$ cat config.mk
export PLATFORM = sky130hd
export DESIGN_NAME = tx_pyseq
export DESIGN_NICKNAME = d
export VERILOG_FILES = /design/src/rtl/tx_py_pkg.sv /design/src/rtl/bt_crc16_lfsr.sv /design/src/rtl/tx_pyseq.sv
export SDC_FILE = /design/constraint.sdc
export NUM_CORES = 1
export LEC_CHECK = 0
export ABC_AREA = 1
export CAP_MARGIN = 20
export CORE_AREA = 2 2 113 115
export CTS_CLUSTER_DIAMETER = 60
export DETAILED_ROUTE_END_ITERATION = 16
export DIE_AREA = 0 0 115 117
export SLEW_MARGIN = 40
export SYNTH_ARGS = -nofsm -noshare
export SYNTH_HDL_FRONTEND = slang
export SYNTH_HIERARCHICAL = 1
export SYNTH_SLANG_ARGS = --single-unit
$ cat constraint.sdc
create_clock -name clk_6M -period 2.4 [get_ports clk_6M]
set_input_delay 0.6 -clock clk_6M [delete_from_list [all_inputs] [get_ports clk_6M]]
set_output_delay 0.6 -clock clk_6M [all_outputs]
set_load 0.005 [all_outputs]
$ cat src/rtl/tx_py_pkg.sv
// Shared definitions for the tx payload sequencer and the Bluetooth CRC-16 LFSR.
package tx_py_pkg;

    localparam int unsigned PYBITCNT_W    = 13;
    localparam logic [15:0] BT_CRC16_POLY = 16'h1021;

    // Sequencer state encoding
    localparam logic [1:0] ST_IDLE = 2'd0;
    localparam logic [1:0] ST_DATA = 2'd1;
    localparam logic [1:0] ST_CRC  = 2'd2;
    localparam logic [1:0] ST_END  = 2'd3;

    typedef logic [1:0] py_state_t;

    function automatic logic [15:0] crc_seed(input logic [7:0] uap);
        return {8'h00, uap};
    endfunction

endpackage

$ cat src/rtl/bt_crc16_lfsr.sv
// Serial Bluetooth CRC-16 (x^16 + x^12 + x^5 + 1) register with seed load and shift enable.
module bt_crc16_lfsr (
    input  logic        clk_6M,
    input  logic        rstz,
    input  logic        load,
    input  logic [15:0] seed,
    input  logic        shift_en,
    input  logic        din,
    output logic [15:0] crc
);
    import tx_py_pkg::*;

    logic        fb;
    logic [15:0] crc_d;

    always_comb begin
        fb    = din ^ crc[15];
        crc_d = {crc[14:0], 1'b0} ^ (fb ? BT_CRC16_POLY : 16'h0000);
    end

    // Load has priority so a new payload always starts from a clean seed
    always_ff @(posedge clk_6M or negedge rstz) begin
        if (!rstz) begin
            crc <= 16'h0000;
        end else if (load) begin
            crc <= seed;
        end else if (shift_en) begin
            crc <= crc_d;
        end
    end

endmodule

$ cat src/rtl/tx_pyseq.sv
// Transmit payload sequencer: walks the tx buffer bit by bit, appends the
// Bluetooth CRC-16 and flags payload end for the ACL ping-pong buffer select.
module tx_pyseq #(
    parameter int unsigned PYBITCNT_W = tx_py_pkg::PYBITCNT_W,
    parameter int unsigned LEN_W      = 11
) (
    input  logic                  clk_6M,
    input  logic                  rstz,
    input  logic                  txbit_p,
    input  logic                  py_start_p,
    input  logic [LEN_W-1:0]      py_len_bytes,
    input  logic                  crc_en,
    input  logic [7:0]            uap,
    input  logic                  abort_p,
    input  logic                  lnctrl_txpybitin,
    output logic [PYBITCNT_W-1:0] pybitcount,
    output logic                  py_datperiod,
    output logic                  crc_period,
    output logic                  py_endp,
    output logic                  txpybit_out,
    output logic                  busy
);
    import tx_py_pkg::*;

    localparam int unsigned CMP_W = PYBITCNT_W + 1;

    py_state_t             state_q, state_d;
    logic [LEN_W-1:0]      len_q;
    logic                  crc_en_q;
    logic [3:0]            cnt_q;
    logic [PYBITCNT_W-1:0] pybitcount_q;
    logic                  txbit_q;
    logic [15:0]           crc;

    logic [CMP_W-1:0]      bits_total;
    logic [CMP_W-1:0]      last_idx;
    logic                  at_last;
    logic                  start_ok;
    logic                  data_tick;
    logic                  crc_tick;

    // Bit count is compared at one bit wider than the counter so len*8-1 never wraps
    assign bits_total = CMP_W'({len_q, 3'b000});
    assign last_idx   = bits_total - CMP_W'(1);
    assign at_last    = ({1'b0, pybitcount_q} == last_idx);

    assign start_ok  = (state_q == ST_IDLE) && py_start_p && !abort_p;
    assign data_tick = (state_q == ST_DATA) && txbit_p && !abort_p;
    assign crc_tick  = (state_q == ST_CRC) && txbit_p && !abort_p;

    always_comb begin
        state_d = state_q;
        if (abort_p) begin
            state_d = ST_IDLE;
        end else begin
            case (state_q)
                ST_IDLE: begin
                    if (py_start_p) begin
                        state_d = (py_len_bytes == '0) ? ST_END : ST_DATA;
                    end
                end
                ST_DATA: begin
                    if (txbit_p && at_last) begin
                        state_d = crc_en_q ? ST_CRC : ST_END;
                    end
                end
                ST_CRC: begin
                    if (txbit_p && (cnt_q == 4'd0)) begin
                        state_d = ST_END;
                    end
                end
                ST_END:  state_d = ST_IDLE;
                default: state_d = ST_IDLE;
            endcase
        end
    end

    always_ff @(posedge clk_6M or negedge rstz) begin
        if (!rstz) begin
            state_q  <= ST_IDLE;
            len_q    <= '0;
            crc_en_q <= 1'b0;
        end else begin
            state_q <= state_d;
            if (start_ok) begin
                len_q    <= py_len_bytes;
                crc_en_q <= crc_en;
            end
        end
    end

    // Counter holds on the last data bit and keeps its value through CRC, END and IDLE
    always_ff @(posedge clk_6M or negedge rstz) begin
        if (!rstz) begin
            pybitcount_q <= '0;
        end else if (start_ok) begin
            pybitcount_q <= '0;
        end else if (data_tick && !at_last) begin
            pybitcount_q <= pybitcount_q + PYBITCNT_W'(1);
        end
    end

    always_ff @(posedge clk_6M or negedge rstz) begin
        if (!rstz) begin
            cnt_q <= 4'd0;
        end else if (data_tick && at_last && crc_en_q) begin
            cnt_q <= 4'd15;
        end else if (crc_tick) begin
            cnt_q <= cnt_q - 4'd1;
        end
    end

    always_ff @(posedge clk_6M or negedge rstz) begin
        if (!rstz) begin
            txbit_q <= 1'b0;
        end else if (abort_p) begin
            txbit_q <= 1'b0;
        end else if (data_tick) begin
            txbit_q <= lnctrl_txpybitin;
        end else if (crc_tick) begin
            txbit_q <= crc[cnt_q];
        end
    end

    bt_crc16_lfsr u_crc (
        .clk_6M   (clk_6M),
        .rstz     (rstz),
        .load     (start_ok),
        .seed     (crc_seed(uap)),
        .shift_en (data_tick),
        .din      (lnctrl_txpybitin),
        .crc      (crc)
    );

    assign pybitcount   = pybitcount_q;
    assign txpybit_out  = txbit_q;
    assign py_datperiod = (state_q == ST_DATA);
    assign crc_period   = (state_q == ST_CRC);
    assign py_endp      = (state_q == ST_END) && !abort_p;
    assign busy         = (state_q != ST_IDLE);

endmodule

==> results of run 1 <==
[timing repair]
action | CTS | global route
hold buffers | 0 | 0
gates resized for setup | 0 | 1
setup endpoints to repair | 0 | 2
endpoints found under the hold margin | 0 | 0
[stage by stage]
stage / hold slack (ns) / setup WS [ns] / util (%)
final: 0.292 / 0.118 / 32.7
after global routing: 0.336 / 0.0306 / 32.7
after CTS: 0.314 / 0.113 / 32.7
after detailed placement: 0.496 / 0.155 / 31.3
after global placement: 0.487 / 0.161 / 31.3
after floorplan: 0.304 / 0.354 / -
[kinds of logic after synthesis]
group	share of synthesized area, %
buf+inv	9.58
compound gates	6.30
xor+xnor	5.41
flops	37.1
fa+ha+maj	3.09
simple gates	38.4
other cells	0.116
[per-layer routing]
layer  up-vias  wire length [um]
met3         6               294
met4         0                82
met2        37              3850
li1       1565                 -
met1      1389              3850
met5         -                 0
[area by class of cell]
| class | instances | area (um2) |
|---|---|---|
| clock buffer | 6 | 139 |
| fill | 1310 | 8280 |
| multi-input combinational | 355 | 1760 |
| inverter | 56 | 210 |
| timing repair buffer | 50 | 490 |
| sequential | 48 | 1200 |
| clock inverter | 2 | 38.8 |
| tap | 150 | 188 |
[worst max-delay path: stages (launching register included)]
cell,delay [ns]
dfrtp_1,0.40
inv_1,0.08
ha_1,0.24
inv_1,0.14
clkdlybuf4s50_1,0.53
[power groups by stage]
stage | combinational [uW] | clock [uW] | sequential [uW]
final | 1690 | 843 | 1410
after global routing | 1970 | 908 | 1460
after CTS | 1700 | 870 | 1420
after detailed placement | 1690 | 0 | 1430
after global placement | 1650 | 0 | 1410
after floorplan | 1290 | 0 | 1320
[worst paths after layout]
kind                            slack [ns]  depth (start not counted)                startpoint                    endpoint
worst max-delay path                  0.12                          4    state_q[0]$_DFFE_PN0P_                        busy
worst min-delay path                  0.29                          1                      rstz    u_crc/crc[1]$_DFFE_PN0P_
worst max register to register        0.26                         13      len_q[0]$_DFFE_PN0P_  pybitcount[11]$_DFFE_PN0P_
worst min register to register        0.51                          2  u_crc/crc[8]$_DFFE_PN0P_    u_crc/crc[9]$_DFFE_PN0P_
max in group asynchronous             1.50                          2                      rstz        cnt_q[0]$_DFFE_PN0P_
min in group clk_6M                   0.51                          2  u_crc/crc[8]$_DFFE_PN0P_    u_crc/crc[9]$_DFFE_PN0P_
[cell usage in the layout, fill, tap and decap left out, types with 6 or more instances in the layout]
cell and instances:
buf_4 6, clkdlybuf4s50_1 42, conb_1 8, dfrtp_1 48, ha_1 7, inv_1 48, inv_2 7, nand2_1 155
nand3_1 52, nand3b_1 7, nor2_1 42, nor3_1 7, o21ai_0 22, xor2_1 15
[sequential cells by signal (all words and copies together) (netlist names)]
register and cells:
u_crc/crc 16, pybitcount 13, len_q 11, cnt_q 4, state_q 2, crc_en_q 1
txpybit_out 1
==> impl_metrics.json, run 1 <==
{
  "worstPathMaxFanout": 4,
  "powerDensity_mw_per_mm2": 978,
  "drc": 0,
  "grt_use_met2_pct": 21.1,
  "async_reset_ff_share_pct": 100,
  "power_frac_comb_pct": 42.8,
  "netlist_instances": 467,
  "fp.dieW_um": 115,
  "dp_cells": 659,
  "tightest_slew_ns": 0.571,
  "period_needed_ns": 2.28,
  "rows": 41,
  "area_delta_synth_final_pct": 24.4,
  "syn_area_mm2": 0.00324,
  "period_share_pct": 95.1,
  "cts_tree": "built",
  "root_buffer": "clkbuf_16",
  "ys_top_cells_by_count": "155 x nand2_1, 52 x nand3_1, 48 x dfrtp_1, 48 x inv_1, 42 x nor2_1",
  "synth_most_common_cell": "nand2_1",
  "crit_type": "register to primary output",
  "relSlewSlack_pct": 61.9,
  "synthFlopType": "dfrtp_1",
  "worstSetupStartpointType": "register",
  "drtAntennaViolNets": 0,
  "hp-class": "input port to asynchronous set/reset pin",
  "drt_iter0_drc": 123,
  "synth_cell_types": 33,
  "p_seq_share_pct": 35.8,
  "io_buffer_count": 43,
  "post_dp_cell_area_mm2": 0.00385,
  "rsz0062_at_grt": "no",
  "layout-drive-gt1-share_pct": 7.16,
  "use_met1_pct": 16.6,
  "setup_tns_ns": 0,
  "grtUsageTotal_pct": 12.5,
  "die_area_mm2": 0.0135,
  "vias": 2997,
  "initial_core_util_pct": 26.3,
  "io_pins": 44,
  "clk_latency_ns": 0.29,
  "final_area_mm2": 0.00403,
  "met3_usage_pct": 2.21,
  "hold_viol": 0,
  "grt_pass1_wl_mm": 13.4,
  "coreArea_mm2": 0.0123,
  "p_total_uw": 3940,
  "synthTopCellsByArea": "dfrtp_1 37%, nand2_1 18%, nand3_1 8.0%",
  "critPathRequiredTime_ns": 1.80,
  "yosys_register_bits": 48,
  "p_sw_uw": 1630,
  "ir_worst_vdd_mv": 0.349,
  "wl_mm": 8.08,
  "via_per_inst": 4.49,
  "numClockSinks": 48,
  "max_freq_mhz": 438,
  "final_max_slew_viol_count": 0,
  "die_h_um": 117,
  "synth_seq_area_share_pct": 37.1,
  "setup_viol": 0,
  "outcome": "complete, no violations",
  "drt_pass1_iterations": 4,
  "clk_path_buf_depth": 2,
  "grt_busiest_layer": "met2",
  "cts_buffers": 5,
  "fin_skew_ns": 0.00616,
  "clkTransAtPathRegs_ns": 0.07,
  "place_hpwl_mm": 6.31,
  "finalNonFillerCells": 667,
  "antenna_found_initial": 0,
  "drv_cap": 0,
  "intPower_uw": 2310,
  "clock_power_share_pct": 21.4,
  "synth_area_per_cell_um2": 6.94,
  "cts_setup_buffers": 0,
  "synth_edf_count": 0,
  "htree_levels": 2,
  "routedWlPerCell_um": 12.1,
  "antenna_cells": 0,
  "overflow": 0,
  "grt_pass1_vias": 2802,
  "cp.arrival_ns": 1.68,
  "grt_start_max_net_pins": 34,
  "p_leak_uw": 0.00194,
  "yosys_warnings": 6,
  "synth_top_area_share_pct": 37.1,
  "place.gp.congestion": 0.819,
  "switching_share_pct": 41.4,
  "end_kind": "primary output",
  "fin_nets": 550,
  "synth_top_area_cell": "dfrtp_1"
}
Note: power is estimated with default switching activity, not from simulation.
==> run 2, diff against run 1 <==
==> constraint.sdc (replaced) <==
create_clock -name clk_6M -period 2.33 [get_ports clk_6M]
set_input_delay 0.5825 -clock clk_6M [delete_from_list [all_inputs] [get_ports clk_6M]]
set_output_delay 0.5825 -clock clk_6M [all_outputs]
set_load 0.005 [all_outputs]
==> run 2 against run 1 <==
Critical path type unchanged. Highest routed layer unchanged. Non-clock buffer count increased by 2. Final cell count is 0.15% higher. Combinational power increased by 5%. Largest power group unchanged. Clock-buffer cell count decreased by 1. Critical path depth is the same. Flip-flop and latch count did not move.
==> impl_metrics.json, run 2 (synthesis results as in run 1) <==
{
  "finalNonFillerCells": 668,
  "cp.arrival_ns": 1.62,
  "largest_register": "u_crc/crc",
  "layout-drive-gt1-share_pct": 7.53,
  "place_hpwl_mm": 6.16,
  "period_share_pct": 94.7,
  "end_kind": "primary output",
  "routedWlPerCell_um": 12.1,
  "grt_start_max_net_pins": 49,
  "grt_busiest_layer": "met2",
  "numClockSinks": 48,
  "drc": 0,
  "final_max_slew_viol_count": 0,
  "rsz0062_at_grt": "no",
  "worstPathMaxFanout": 4,
  "setup_viol": 0,
  "worstSetupStartpointType": "register",
  "fp.dieW_um": 115,
  "met3_usage_pct": 2.57,
  "final_cell_mix": "155 x nand2_1, 52 x nand3_1, 48 x dfrtp_1",
  "hp-class": "input port to asynchronous set/reset pin",
  "drtAntennaViolNets": 0,
  "setup_tns_ns": 0,
  "critPathRequiredTime_ns": 1.75,
  "die_area_mm2": 0.0135,
  "p_total_uw": 4140,
  "grt_pass1_vias": 2862,
  "io_pins": 44,
  "fin_skew_ns": 0.00787,
  "utilization_pct": 32.9,
  "antenna_cells": 0,
  "final_common_cell": "nand2_1",
  "clk_path_buf_depth": 2,
  "overflow": 0,
  "largest_reg_flops": 16,
  "nFillCells": 1300,
  "grtUsageTotal_pct": 12.6,
  "relSlewSlack_pct": 58.0,
  "tightest_slew_ns": 0.630,
  "area_delta_synth_final_pct": 25.1,
  "post_dp_cell_area_mm2": 0.00386,
  "root_buffer": "clkbuf_16",
  "rows": 41,
  "htree_levels": 2,
  "cts_buffers": 5,
  "final_area_mm2": 0.00405,
  "fin_nets": 552,
  "initial_core_util_pct": 26.3,
  "max_freq_mhz": 453,
  "coreArea_mm2": 0.0123,
  "drt_pass1_iterations": 5,
  "period_needed_ns": 2.21,
  "antenna_found_initial": 0,
  "place.gp.congestion": 0.807,
  "ir_worst_vdd_mv": 0.340,
  "dp_cells": 660,
  "crit_type": "register to primary output",
  "use_met1_pct": 16.3,
  "die_h_um": 117,
  "drt_iter0_drc": 146,
  "outcome": "complete, no violations",
  "io_buffer_count": 43,
  "vias": 3000,
  "grt_pass1_wl_mm": 13.5,
  "powerDensity_mw_per_mm2": 1020,
  "drv_cap": 0,
  "via_per_inst": 4.49,
  "wl_mm": 8.09,
  "clkTransAtPathRegs_ns": 0.07,
  "hold_viol": 0,
  "clk_latency_ns": 0.29,
  "cts_tree": "built",
  "grt_use_met2_pct": 21.5,
  "p_leak_uw": 0.00195
}
## run 2: worst paths after layout
check / start / endpoint / slack, ns / depth (start not counted)
max in group asynchronous: rstz / pybitcount[9]$_DFFE_PN0P_ / 1.51 / 2
min in group clk_6M: u_crc/crc[8]$_DFFE_PN0P_ / u_crc/crc[9]$_DFFE_PN0P_ / 0.51 / 2
min: rstz / u_crc/crc[1]$_DFFE_PN0P_ / 0.39 / 2
max reg2reg: len_q[0]$_DFFE_PN0P_ / pybitcount[11]$_DFFE_PN0P_ / 0.16 / 13
min reg2reg: u_crc/crc[8]$_DFFE_PN0P_ / u_crc/crc[9]$_DFFE_PN0P_ / 0.51 / 2
max: state_q[1]$_DFFE_PN0P_ / busy / 0.12 / 4
## run 2: metal layers
metal,share of wire [%],vias up,wire length (um)
met2,47,47,3780
li1,-,1573,-
met1,47,1370,3810
met5,0,-,0
met4,1.4,0,116
met3,4.8,10,391
## run 2: cell type report
cell class	instances	area (um2)	share of cell area, %
clock buffer	5	125	3.09
inverter	56	210	5.19
timing repair buffer	52	505	12.5
multi-input combinational	355	1760	43.5
tap	150	188	4.63
sequential	48	1200	29.6
clock inverter	2	60.1	1.48
## run 2: power by group
part / switching (uW) / leakage [uW] / internal [uW]
logic: 1040 / 0.00125 / 721
clock network: 316 / 0.0000899 / 609
registers: 317 / 0.000612 / 1130
total: 1680 / 0.00195 / 2460
## run 2: stage by stage
stage          hold slack [ns]  setup WS (ns)
2_1_floorplan            0.287          0.302
3_3_place_gp             0.489          0.125
3_5_place_dp             0.489          0.130
4_1_cts                  0.411         0.0372
5_1_grt                  0.450         0.0249
6_report                 0.391          0.124
## run 2: timing repair
action / in CTS / in global routing
buffers inserted: 0 / 1
resized for setup: 0 / 2
endpoints found under the setup margin: 0 / 8
hold buffers: 0 / 0
## run 2: critical path, cell delays in order (launching register included)
cell	delay, ns
dfrtp_1	0.42
inv_1	0.08
ha_1	0.23
inv_2	0.10
clkdlybuf4s50_1	0.50
